$ cat src/rtl/memory_access_stage.sv
// memory_access_stage: load/store stage with an IDLE/ACCESS/DONE data-bus handshake.
// Define MEMORY_ACCESS_TIMEOUT_EN to abort a bus wait after TIMEOUT_CYCLES cycles in ACCESS.
module memory_access_stage #(
   parameter int TIMEOUT_CYCLES = 64,
   parameter int ADDRESS_WIDTH = 32
) (
   input  logic                     clk,
   input  logic                     rst_n,
   input  logic                     ex_valid,
   output logic                     ex_ready,
   input  logic [31:0]              alu_out,
   input  logic [31:0]              store_data,
   input  logic                     mem_read,
   input  logic                     mem_write,
   input  logic [2:0]               funct3,
   input  logic [4:0]               rd_addr,
   input  logic                     reg_write,
   output logic                     dmem_req,
   output logic                     dmem_we,
   output logic [ADDRESS_WIDTH-1:0] dmem_addr,
   output logic [3:0]               dmem_wstrb,
   output logic [31:0]              dmem_wdata,
   input  logic                     dmem_ack,
   input  logic [31:0]              dmem_rdata,
   output logic                     wb_valid,
   output logic [4:0]               wb_rd,
   output logic [31:0]              wb_data,
   output logic                     wb_reg_write,
   output logic                     mem_exception
);
   typedef enum logic [1:0] {IDLE, ACCESS, DONE} state_t;
   state_t state;
   logic [2:0] f3_q;
   logic [1:0] off_q;
   logic rw_q, is_mem, bad_f3, misaligned, err;
   logic [7:0] lane;
   logic [15:0] half;
   logic [31:0] load_data, st_wdata;
   logic [3:0] st_wstrb;
`ifdef MEMORY_ACCESS_TIMEOUT_EN
   logic [7:0] wait_cnt;
`endif

   if (TIMEOUT_CYCLES < 1 || TIMEOUT_CYCLES > 255) begin : g_bad_timeout
      $error("TIMEOUT_CYCLES must fit the 8-bit wait counter");
   end

   assign ex_ready = state == IDLE;
   assign is_mem = mem_read | mem_write;
   assign bad_f3 = (mem_read & mem_write) |
                   (mem_read ? (funct3 == 3'b011 || funct3[2:1] == 2'b11) : funct3 >= 3'b011);
   assign misaligned = (funct3[1:0] == 2'b01 && alu_out[0]) ||
                       (funct3[1:0] == 2'b10 && alu_out[1:0] != 2'b00);
   assign err = is_mem & (bad_f3 | misaligned);
   assign st_wstrb = funct3[1:0] == 2'b00 ? 4'b0001 << alu_out[1:0] :
                     funct3[1:0] == 2'b01 ? (alu_out[1] ? 4'b1100 : 4'b0011) : 4'b1111;
   assign st_wdata = funct3[1:0] == 2'b00 ? {4{store_data[7:0]}} :
                     funct3[1:0] == 2'b01 ? {2{store_data[15:0]}} : store_data;
   assign lane = 8'(dmem_rdata >> {off_q, 3'b000});
   assign half = off_q[1] ? dmem_rdata[31:16] : dmem_rdata[15:0];
   assign load_data = f3_q == 3'b000 ? {{24{lane[7]}}, lane} :
                      f3_q == 3'b001 ? {{16{half[15]}}, half} :
                      f3_q == 3'b100 ? {24'b0, lane} :
                      f3_q == 3'b101 ? {16'b0, half} : dmem_rdata;

   always_ff @(posedge clk or negedge rst_n) begin
      if (!rst_n) begin
         state <= IDLE;
         dmem_req <= 1'b0;
         dmem_we <= 1'b0;
         dmem_addr <= '0;
         dmem_wstrb <= '0;
         dmem_wdata <= '0;
         wb_valid <= 1'b0;
         wb_rd <= '0;
         wb_data <= '0;
         wb_reg_write <= 1'b0;
         mem_exception <= 1'b0;
         f3_q <= '0;
         off_q <= '0;
         rw_q <= 1'b0;
`ifdef MEMORY_ACCESS_TIMEOUT_EN
         wait_cnt <= '0;
`endif
      end else begin
         wb_valid <= 1'b0;
         mem_exception <= 1'b0;
         case (state)
            IDLE:
               if (ex_valid) begin
                  wb_rd <= rd_addr;
                  if (is_mem && !err) begin
                     state <= ACCESS;
                     dmem_req <= 1'b1;
                     dmem_we <= mem_write;
                     dmem_addr <= ADDRESS_WIDTH'({alu_out[31:2], 2'b00});
                     dmem_wstrb <= mem_write ? st_wstrb : 4'b0000;
                     dmem_wdata <= mem_write ? st_wdata : 32'h0;
                     f3_q <= funct3;
                     off_q <= alu_out[1:0];
                     rw_q <= mem_read & reg_write & (rd_addr != 5'd0);
`ifdef MEMORY_ACCESS_TIMEOUT_EN
                     wait_cnt <= '0;
`endif
                  end else begin
                     // ALU results and rejected accesses write back straight from IDLE
                     wb_valid <= 1'b1;
                     mem_exception <= err;
                     wb_data <= err ? 32'h0 : alu_out;
                     wb_reg_write <= !err & reg_write & (rd_addr != 5'd0);
                  end
               end
            ACCESS:
               if (dmem_ack) begin
                  state <= DONE;
                  dmem_req <= 1'b0;
                  dmem_we <= 1'b0;
                  wb_valid <= 1'b1;
                  wb_data <= dmem_we ? 32'h0 : load_data;
                  wb_reg_write <= rw_q;
               end
`ifdef MEMORY_ACCESS_TIMEOUT_EN
               else if (wait_cnt == 8'(TIMEOUT_CYCLES - 1)) begin
                  state <= IDLE;
                  dmem_req <= 1'b0;
                  dmem_we <= 1'b0;
                  wb_valid <= 1'b1;
                  mem_exception <= 1'b1;
                  wb_reg_write <= 1'b0;
               end else
                  wait_cnt <= wait_cnt + 8'd1;
`endif
            DONE: state <= IDLE;
            default: state <= IDLE;
         endcase
      end
   end
endmodule

$ cat config.mk
export PLATFORM = sky130hd
export DESIGN_NAME = memory_access_stage
export DESIGN_NICKNAME = d
export VERILOG_FILES = /design/src/rtl/memory_access_stage.sv
export SDC_FILE = /design/constraint.sdc
export NUM_CORES = 1
export LEC_CHECK = 0
export CORE_MARGIN = 5
export CORE_UTILIZATION = 45
export DETAILED_ROUTE_END_ITERATION = 6
export GPL_ROUTABILITY_DRIVEN = 0
export PLACE_DENSITY_LB_ADDON = 0.3
export SYNTH_ARGS = -nofsm -noshare
export SYNTH_HDL_FRONTEND = slang
export SYNTH_SLANG_ARGS = --single-unit
export TNS_END_PERCENT = 10
$ cat constraint.sdc
create_clock -name clk -period 2.8 [get_ports clk]
set_clock_uncertainty 0.05 [all_clocks]
set_input_delay 0.56 -clock clk [delete_from_list [all_inputs] [get_ports clk]]
set_output_delay 0.56 -clock clk [all_outputs]
set_load 0.01 [all_outputs]
After elaboration in Yosys (flattened, before gate mapping)
Cells that the tools add are included.

Input port bits: 111. Word-level logic and storage cells: 96. Output and inout bits: 111. Flip-flop bits (word level): 116.

Order comparisons: 1. Shift operators: 2. Equal/unequal tests: 12. Reduce and logical (&&, ||, !) cells: 17. Multiplexer cells: 41. Bitwise operators: 9.

Operators by type and width (count): $mux W32 (12); $pmux W32 S2 (1); $shr A32 B5 Y8 (1); $mux W16 (1); $mux W4 (4); $mux W1 (15); $pmux W1 S2 (4); $reduce_and A4 Y1 (2); $and A1 B1 Y1 (6); $eq A3 B3 Y1 const B (2); $mux W2 (3); $ne A2 B2 Y1 const B (3); $reduce_and A3 Y1 (2); $reduce_bool A5 Y1 (1); $eq A2 B1 Y1 const B (2); $eq A2 B2 Y1 const B (2); $logic_not A2 Y1 (2); $pmux W2 S2 (1); $reduce_bool A2 Y1 (2); $shl A1 B2 Y4 const A (1); $eq A3 B1 Y1 const B (1); $eq A3 B2 Y1 const B (1); $ge A3 B2 Y1 const B (1); $logic_and A1 B1 Y1 (3); other kinds (6) (9).

Longest topological paths before layout
Gate-level depths: netlist of run 1.

Depth after elaboration: 12. Mapped depth: 9. Depth with buffers taken out: 6.

Least setup slack after synthesis of run 1
No wires, ideal clock.

Kind: input port to flip-flop. Start: input port funct3[0]. End: register dmem_addr[22]. Stages: 9. Library setup time: 0.117 ns. Arrival: 1.911 ns. Data required time: 2.633 ns. Setup slack: 0.722 ns. Buffers on the path: 4. Cells stage by stage: buf_2 > nor4_2 > a21oi_1 > or3_1 > clkbuf_1 > buf_6 > buf_6 > nand2_1 > nand2_1.

Longest elaborated chain between the ends: 9. Elaborated cells on any way between the ends: 15. Classes of those cells: order compare (1); eq/ne (3); mux (1); bitwise (3); reduce/logical (7).

Ends and longest elaborated chain: from (decl) (RTL line 15) `input logic [2:0] funct3,`; parallel branches: the longest is 4 deep, another holds $ge A3 B2 Y1; $or A1 B1 Y1 (*) (RTL line 54) `assign err = is_mem & (bad_f3 | misaligned);`; $and A1 B1 Y1 (*) (RTL line 54); $logic_not A1 Y1 (*) (RTL line 92) `if (is_mem && !err) begin`; $logic_and A1 B1 Y1 (*) (RTL line 92); $reduce_and A3 Y1 (no source line) (*); to (signal assigned) (RTL line 96) `dmem_addr <= ADDRESS_WIDTH'({alu_out[31:2], 2'b00});`; to (decl) (RTL line 20) `output logic [ADDRESS_WIDTH-1:0] dmem_addr,`.

Every way passes the cells marked *. A chain may end at the register's enable or synchronous reset.

Worst setup path in the final report of run 1
Start: register state[1]. End: output port ex_ready.

Longest elaborated chain between the ends: 1.

Ends and longest elaborated chain: from (decl) (RTL line 32) `state_t state;`; from (signal assigned) (RTL line 68) `state <= IDLE;`; from (signal assigned) (RTL line 93) `state <= ACCESS;`; from (signal assigned) (RTL line 115) `state <= DONE;`; $logic_not A2 Y1 (RTL line 48) `assign ex_ready = state == IDLE;`; to (decl) (RTL line 10) `output logic ex_ready,`.

Every way passes these cells.

==> impl_metrics.tcl, run 1 <==
set metrics [dict create \
    relSlewSlack_pct 53.00 \
    die_w_um 124.5 \
    yosys_warnings 0 \
    report.final.slew_viol_count 0 \
    intPower_mw 4.642 \
    cts_setup_buffers 0 \
    ant_nets 0 \
    fin_tns_setup_ns 0 \
    avgSynthCellArea_sq_um 8.592 \
    power_frac_seq_pct 35.2 \
    drc 0 \
    cts_buffers 17 \
    maxCapViolCount 0 \
    power.share.clock_pct 29.7 \
    core_area_sq_um 12720 \
    critPathKind "flip-flop to primary output" \
    synth_largest_area_cell "dfrtp_1" \
    n_antenna_cell 0 \
    hold_path_class "input pin to async pin" \
    cp-end-kind "primary output" \
    cts_tree "done" \
    grt_antenna_before_repair 0 \
    max_freq_ghz 0.4383 \
    finalNetCount 1004 \
    clk_path_buf_depth 2 \
    post_cts_resize_count 0 \
    synth.top_cell.area_share_pct 49.25 \
    finalPower_mw 6.814 \
    status "completed" \
    crit_path_start_kind "flip-flop" \
    area_growth_pct 49.78 \
    gr-usage-all-layers_pct 25.89 \
    finalCritPeriodShare_pct 81.49 \
    num_rows 41 \
    grt_overflow 0 \
    postSynth.asyncResetShare_pct 100.0 \
    clk_pin_slew_ns 0.05 \
    die_h_um 124.5 \
    worst_ep_required_time_ns 2.19 \
    cts.sinks 116 \
    synth_cell_types 43 \
    regArea_sq_um 2903 \
    port_buffers 219 \
    drive_gt1_share_pct 9.081 \
    utilization_pct 69.39 \
    worst_pin_slew_ns 0.7050 \
    htree_levels 4 \
    vias 5913 \
    grt_pass1_wl_um 32550 \
    hold_viol_final 0 \
    netlist_instances 686 \
    ctsHoldBuffers 0 \
    fin_crit_ns 2.282 \
    grt_pass1_vias 6209 \
    p_leak_nw 3.943 \
    synth_edf_count 0 \
    routedWlPerCell_um 18.54 \
    synth_top_flop_cell "dfrtp_1" \
    via_per_inst 5.500 \
    combinationalPowerShare_pct 35.1 \
    synth_area_leaders "dfrtp_1 (49%), nand2_1 (14%), o21ai_0 (5.8%)" \
    dpl.hpwl_um 14780 \
    initial_core_util_pct 46.33 \
    p_per_area_nw_per_um2 771.8 \
    rsz0062_at_grt "no" \
    grt_max_degree 58 \
    ys_seq_area_share_pct 49.25 \
    ff2ff_path_depth 6 \
    crit_arrival_ns 1.67 \
    setup_viol 0 \
    nFillCells 1011 \
    swShare_pct 31.88 \
    cts-root-buf "clkbuf_16" \
    synth_seq_cells 116 \
    io_pins 222 \
    die_area_sq_um 15490 \
    finalWirelength_um 19930 \
    multi_input_area_sq_um 2716 \
    power.switching_mw 2.172 \
    drtIter0Drc 599 \
    synth.cell_area_sq_um 5894 \
    crit_fanout 5 \
    insertion_delay_ns 0.42 \
    ir_drop_uv 382.7 \
    dr.pass1.iters 6 \
]
[worst max-delay path: stages, from the launching register on]
cell and delay, ns:
dfrtp_1 0.43, nor2_1 0.24, clkdlybuf4s50_1 0.59
[power by group through the flow]
stage | Clock (mW) | Sequential, mW | Combinational (mW)
global route | 2.15 | 2.45 | 2.59
floorplan | 0 | 2.53 | 0.925
finish | 2.03 | 2.40 | 2.39
global placement | 0 | 2.40 | 2.32
detailed placement | 0 | 2.42 | 2.38
CTS | 2.05 | 2.40 | 2.40
[through the flow]
stage,hold slack (ns),instance area (sq um),instances,worst slack [ns]
final,0.1345,8828,1075,0.5184
after global routing,0.1792,8828,1075,0.4239
after CTS,0.1569,8828,1075,0.5181
after detailed placement,0.4096,8277,1046,0.1355
after global placement,0.4006,8277,1046,0.1913
after floorplan,0.2144,5898,687,0.7218
[kinds of logic (layout without fill, tap and decap cells)]
kind of cell	count (synthesis)	count (layout)	share of synthesized area [%]
buf+inv	64	280	5.200
simple gates	310	310	21.76
compound gates	153	153	15.92
flops	116	116	49.25
mux	41	41	7.663
other cells	1	2	0.06362
xor+xnor	1	1	0.1486
[state kept, by name, summed over array words and instances (netlist names), 2 cells and up]
register / cells
dmem_addr: 30
dmem_wdata: 32
dmem_wstrb: 4
f3_q: 3
off_q: 2
state: 2
wb_data: 32
wb_rd: 5
[worst paths after layout]
path	startpoint	to	slack, ns
worst max-delay path	state[1]	ex_ready	0.52
worst min-delay path	rst_n	dmem_addr[16]	0.13
worst max register to register	state[1]	wb_data[5]	0.70
worst min register to register	dmem_addr[3]	dmem_addr[3]	0.42
max in group asynchronous	rst_n	dmem_addr[4]	1.76
min in group clk	dmem_addr[3]	dmem_addr[3]	0.42
[layout by cell type, fill, tap and decap left out, types with 2 or more instances in the layout]
| cell type | count |
|---|---|
| clkbuf_8 | 5 |
| nor2_1 | 30 |
| o21ai_0 | 68 |
| clkbuf_16 | 17 |
| a221oi_1 | 14 |
| mux2_2 | 23 |
| a31oi_1 | 2 |
| o22ai_1 | 7 |
| clkbuf_1 | 2 |
| o21ai_1 | 4 |
| dfrtp_1 | 116 |
| clkdlybuf4s50_1 | 218 |
| o32ai_1 | 7 |
| conb_1 | 2 |
| o21a_1 | 2 |
| o31a_1 | 2 |
| inv_1 | 9 |
| buf_12 | 4 |
| a21oi_1 | 21 |
| mux2i_1 | 17 |
| buf_4 | 19 |
| nand2_1 | 223 |
| clkinv_2 | 4 |
| nor3_4 | 2 |
| nor2b_1 | 5 |
| nand3_1 | 37 |
| a22oi_1 | 18 |
| nand2b_1 | 6 |
[cell usage after synthesis (7+ instances only)]
master / n
nand3_1: 37
dfrtp_1: 116
o22ai_1: 7
a22oi_1: 18
buf_2: 11
mux2_2: 23
inv_1: 9
o21ai_0: 68
mux2i_1: 17
a21oi_1: 21
o32ai_1: 7
nand2_1: 223
a221oi_1: 14
nor2_1: 30
clkbuf_1: 31
[layer usage]
layer	vias to the layer above	GRT usage (%)	wire, um
met2	315	42.88	9717
met4	0	10.25	650
met3	58	9.434	1828
li1	2759	-	-
met1	2781	30.60	7733
met5	-	0	0
[layout make-up]
type,count,share of cell area [%]
clock buffer,24,5.683
timing repair buffer,241,27.24
tap,172,2.438
sequential,116,32.88
inverter,10,0.4252
clock inverter,5,0.5669
multi-input combinational,507,30.77
Note: power is estimated with default switching activity, not from simulation.
==> inputs of run 2 (changes only) <==
clock period = 2.4 ns   (was 2.8 ns; I/O delays follow)
==> impl_metrics.tcl, run 2 (synthesis results as in run 1) <==
set metrics [dict create \
    status "completed" \
    dpl.hpwl_um 14970 \
    finalPower_mw 8.264 \
    clk_path_buf_depth 2 \
    maxCapViolCount 0 \
    fin_area_sq_um 9060 \
    cts_tree "done" \
    htree_levels 4 \
    cts-root-buf "clkbuf_16" \
    n_antenna_cell 0 \
    combinationalPowerShare_pct 34.8 \
    cp_slowest_stage_delay_ns 0.60 \
    p_per_area_nw_per_um2 912.1 \
    worst-path-stages 2 \
    hold_viol_final 0 \
    placed_area_sq_um 8437 \
    crit_arrival_ns 1.68 \
    crit_fanout 5 \
    rsz0062_at_grt "no" \
    die_w_um 124.5 \
    finalCritPeriodShare_pct 92.29 \
    initial_core_util_pct 46.33 \
    whs_ns 0.4138 \
    worst_pin_slew_ns 0.6603 \
    grt_antenna_before_repair 0 \
    finalWirelength_um 20050 \
    cp-end-kind "primary output" \
    io_pins 222 \
    relSlewSlack_pct 55.82 \
    clk_pin_slew_ns 0.05 \
    met1_usage_pct 31.27 \
    grt_util_met3_pct 7.376 \
    post_cts_resize_count 0 \
    ant_nets 0 \
    grt_pass1_vias 6220 \
    crit_path_start_kind "flip-flop" \
    crit_end "ex_ready" \
    dr.pass1.iters 6 \
    fin_crit_ns 2.215 \
    ir_drop_uv 427.2 \
    power.switching_mw 2.603 \
    die_area_sq_um 15490 \
    gr-usage-all-layers_pct 25.86 \
    busiest_layer "met2" \
    grt_overflow 0 \
    routedWlPerCell_um 18.36 \
    hold_path_class "flip-flop to flip-flop" \
    cp_num_buf_inv 1 \
    ff2ff_path_depth 5 \
    insertion_delay_ns 0.42 \
    nFillCells 993 \
    cts.sinks 116 \
    ff2ff_setup_slack_ns 0.33 \
    drive_gt1_share_pct 10.65 \
    p_leak_nw 4.051 \
    grt_util_met2_pct 43.64 \
    setup_viol 0 \
    drtIter0Drc 562 \
    finalNetCount 1018 \
    critPathKind "flip-flop to primary output" \
    most-common-layout-cells "nand2_1 (223), clkdlybuf4s50_1 (218), dfrtp_1 (116)" \
    rr_startpoint "off_q[1]" \
    max_freq_ghz 0.4515 \
    critical_path.startpoint "state[1]" \
    grt_pass1_wl_um 32350 \
    min_from "dmem_wdata[16]" \
    final_common_cell "nand2_1" \
    intPower_mw 5.661 \
    die_h_um 124.5 \
    worst_ep_required_time_ns 1.87 \
    power_frac_seq_pct 33.6 \
    core_area_sq_um 12720 \
    drc 0 \
    swShare_pct 31.49 \
    vias 6026 \
    port_buffers 219 \
    via_per_inst 5.518 \
    crit_slowest_cell "clkdlybuf4s50_1" \
    cp_cell_sequence "nor2_1, clkdlybuf4s50_1" \
    largestRegisters "dmem_wdata (32), wb_data (32), dmem_addr (30)" \
    grt_max_degree 56 \
    power.share.clock_pct 31.5 \
    area_growth_pct 53.70 \
    crit_family "buffers and inverters" \
    num_rows 41 \
    report.final.slew_viol_count 0 \
    timing.rr.end "wb_data[14]" \
    cts_buffers 17 \
]
-- run 2: cell types whose count changed in the layout (fill, tap and decap cells not counted), sizes merged --
cell	change
buf	+13
clkbuf	-1
bufinv	+2
clkinvlp	+2
dlygate4sd3	+1
-- run 2: how the worst min path moves through the flow --
stage               cells after the start              to  slack (ns)
detailed placement                      1   dmem_addr[21]        0.40
finish                                  2  dmem_wdata[16]        0.41
floorplan                               0   dmem_addr[10]        0.13
global placement                        1   dmem_addr[16]        0.40
global route                            2  dmem_wdata[25]        0.44
CTS                                     2  dmem_wdata[16]        0.42
-- run 2: layout make-up --
class	instances	area [sq um]	area share, %
well taps	172	215.2	2.375
multi-input cells	507	2716	29.98
repair buffers	255	2575	28.42
clock inverters	9	125.1	1.381
flip-flops and latches	116	2903	32.04
inverters	10	37.54	0.4143
clock buffers	23	488.0	5.386
-- run 2: power groups by stage --
stage	clock (mW)	sequential (mW)	combinational, mW
after floorplan	0	2.95	1.08
after global placement	0	2.78	2.78
after detailed placement	0	2.81	2.87
after CTS	2.64	2.78	2.89
after global routing	2.73	2.84	3.12
final	2.61	2.78	2.88
-- run 2: per-stage QoR --
| stage | setup TNS (ns) | cells | util, % | setup slack [ns] |
|---|---|---|---|---|
| after floorplan | 0 | 687 | - | 0.4018 |
| after global placement | -0.03118 | 1059 | 66.32 | -0.009010 |
| after detailed placement | -0.7476 | 1059 | 66.32 | -0.07654 |
| after CTS | 0 | 1092 | 71.21 | 0.1900 |
| after global routing | 0 | 1092 | 71.21 | 0.1266 |
| final | 0 | 1092 | 71.21 | 0.1851 |
-- run 2: timing repair --
action / in CTS / in global routing
setup endpoints to repair: 0 / 0
hold buffers: 1 / 0
hold endpoints to repair: 31 / 0
setup buffers: 0 / 0
-- run 2: worst min-delay path, stage by stage, from the launching register on --
cell	delay [ns]
dfrtp_1	0.33
nand2_1	0.05
nand2_1	0.05
-- run 2: metal layers --
metal / wire, um / vias to the layer above
met3: 1715 / 46
met5: 0 / -
met2: 10060 / 308
met4: 508 / 0
li1: - / 2792
met1: 7760 / 2880
==> inputs of run 3 (changes only) <==
CTS_CLUSTER_SIZE = 25   (was unset)
==> results of run 3 <==
Same layout as run 2: the final DEF is identical, and so are final timing and power.
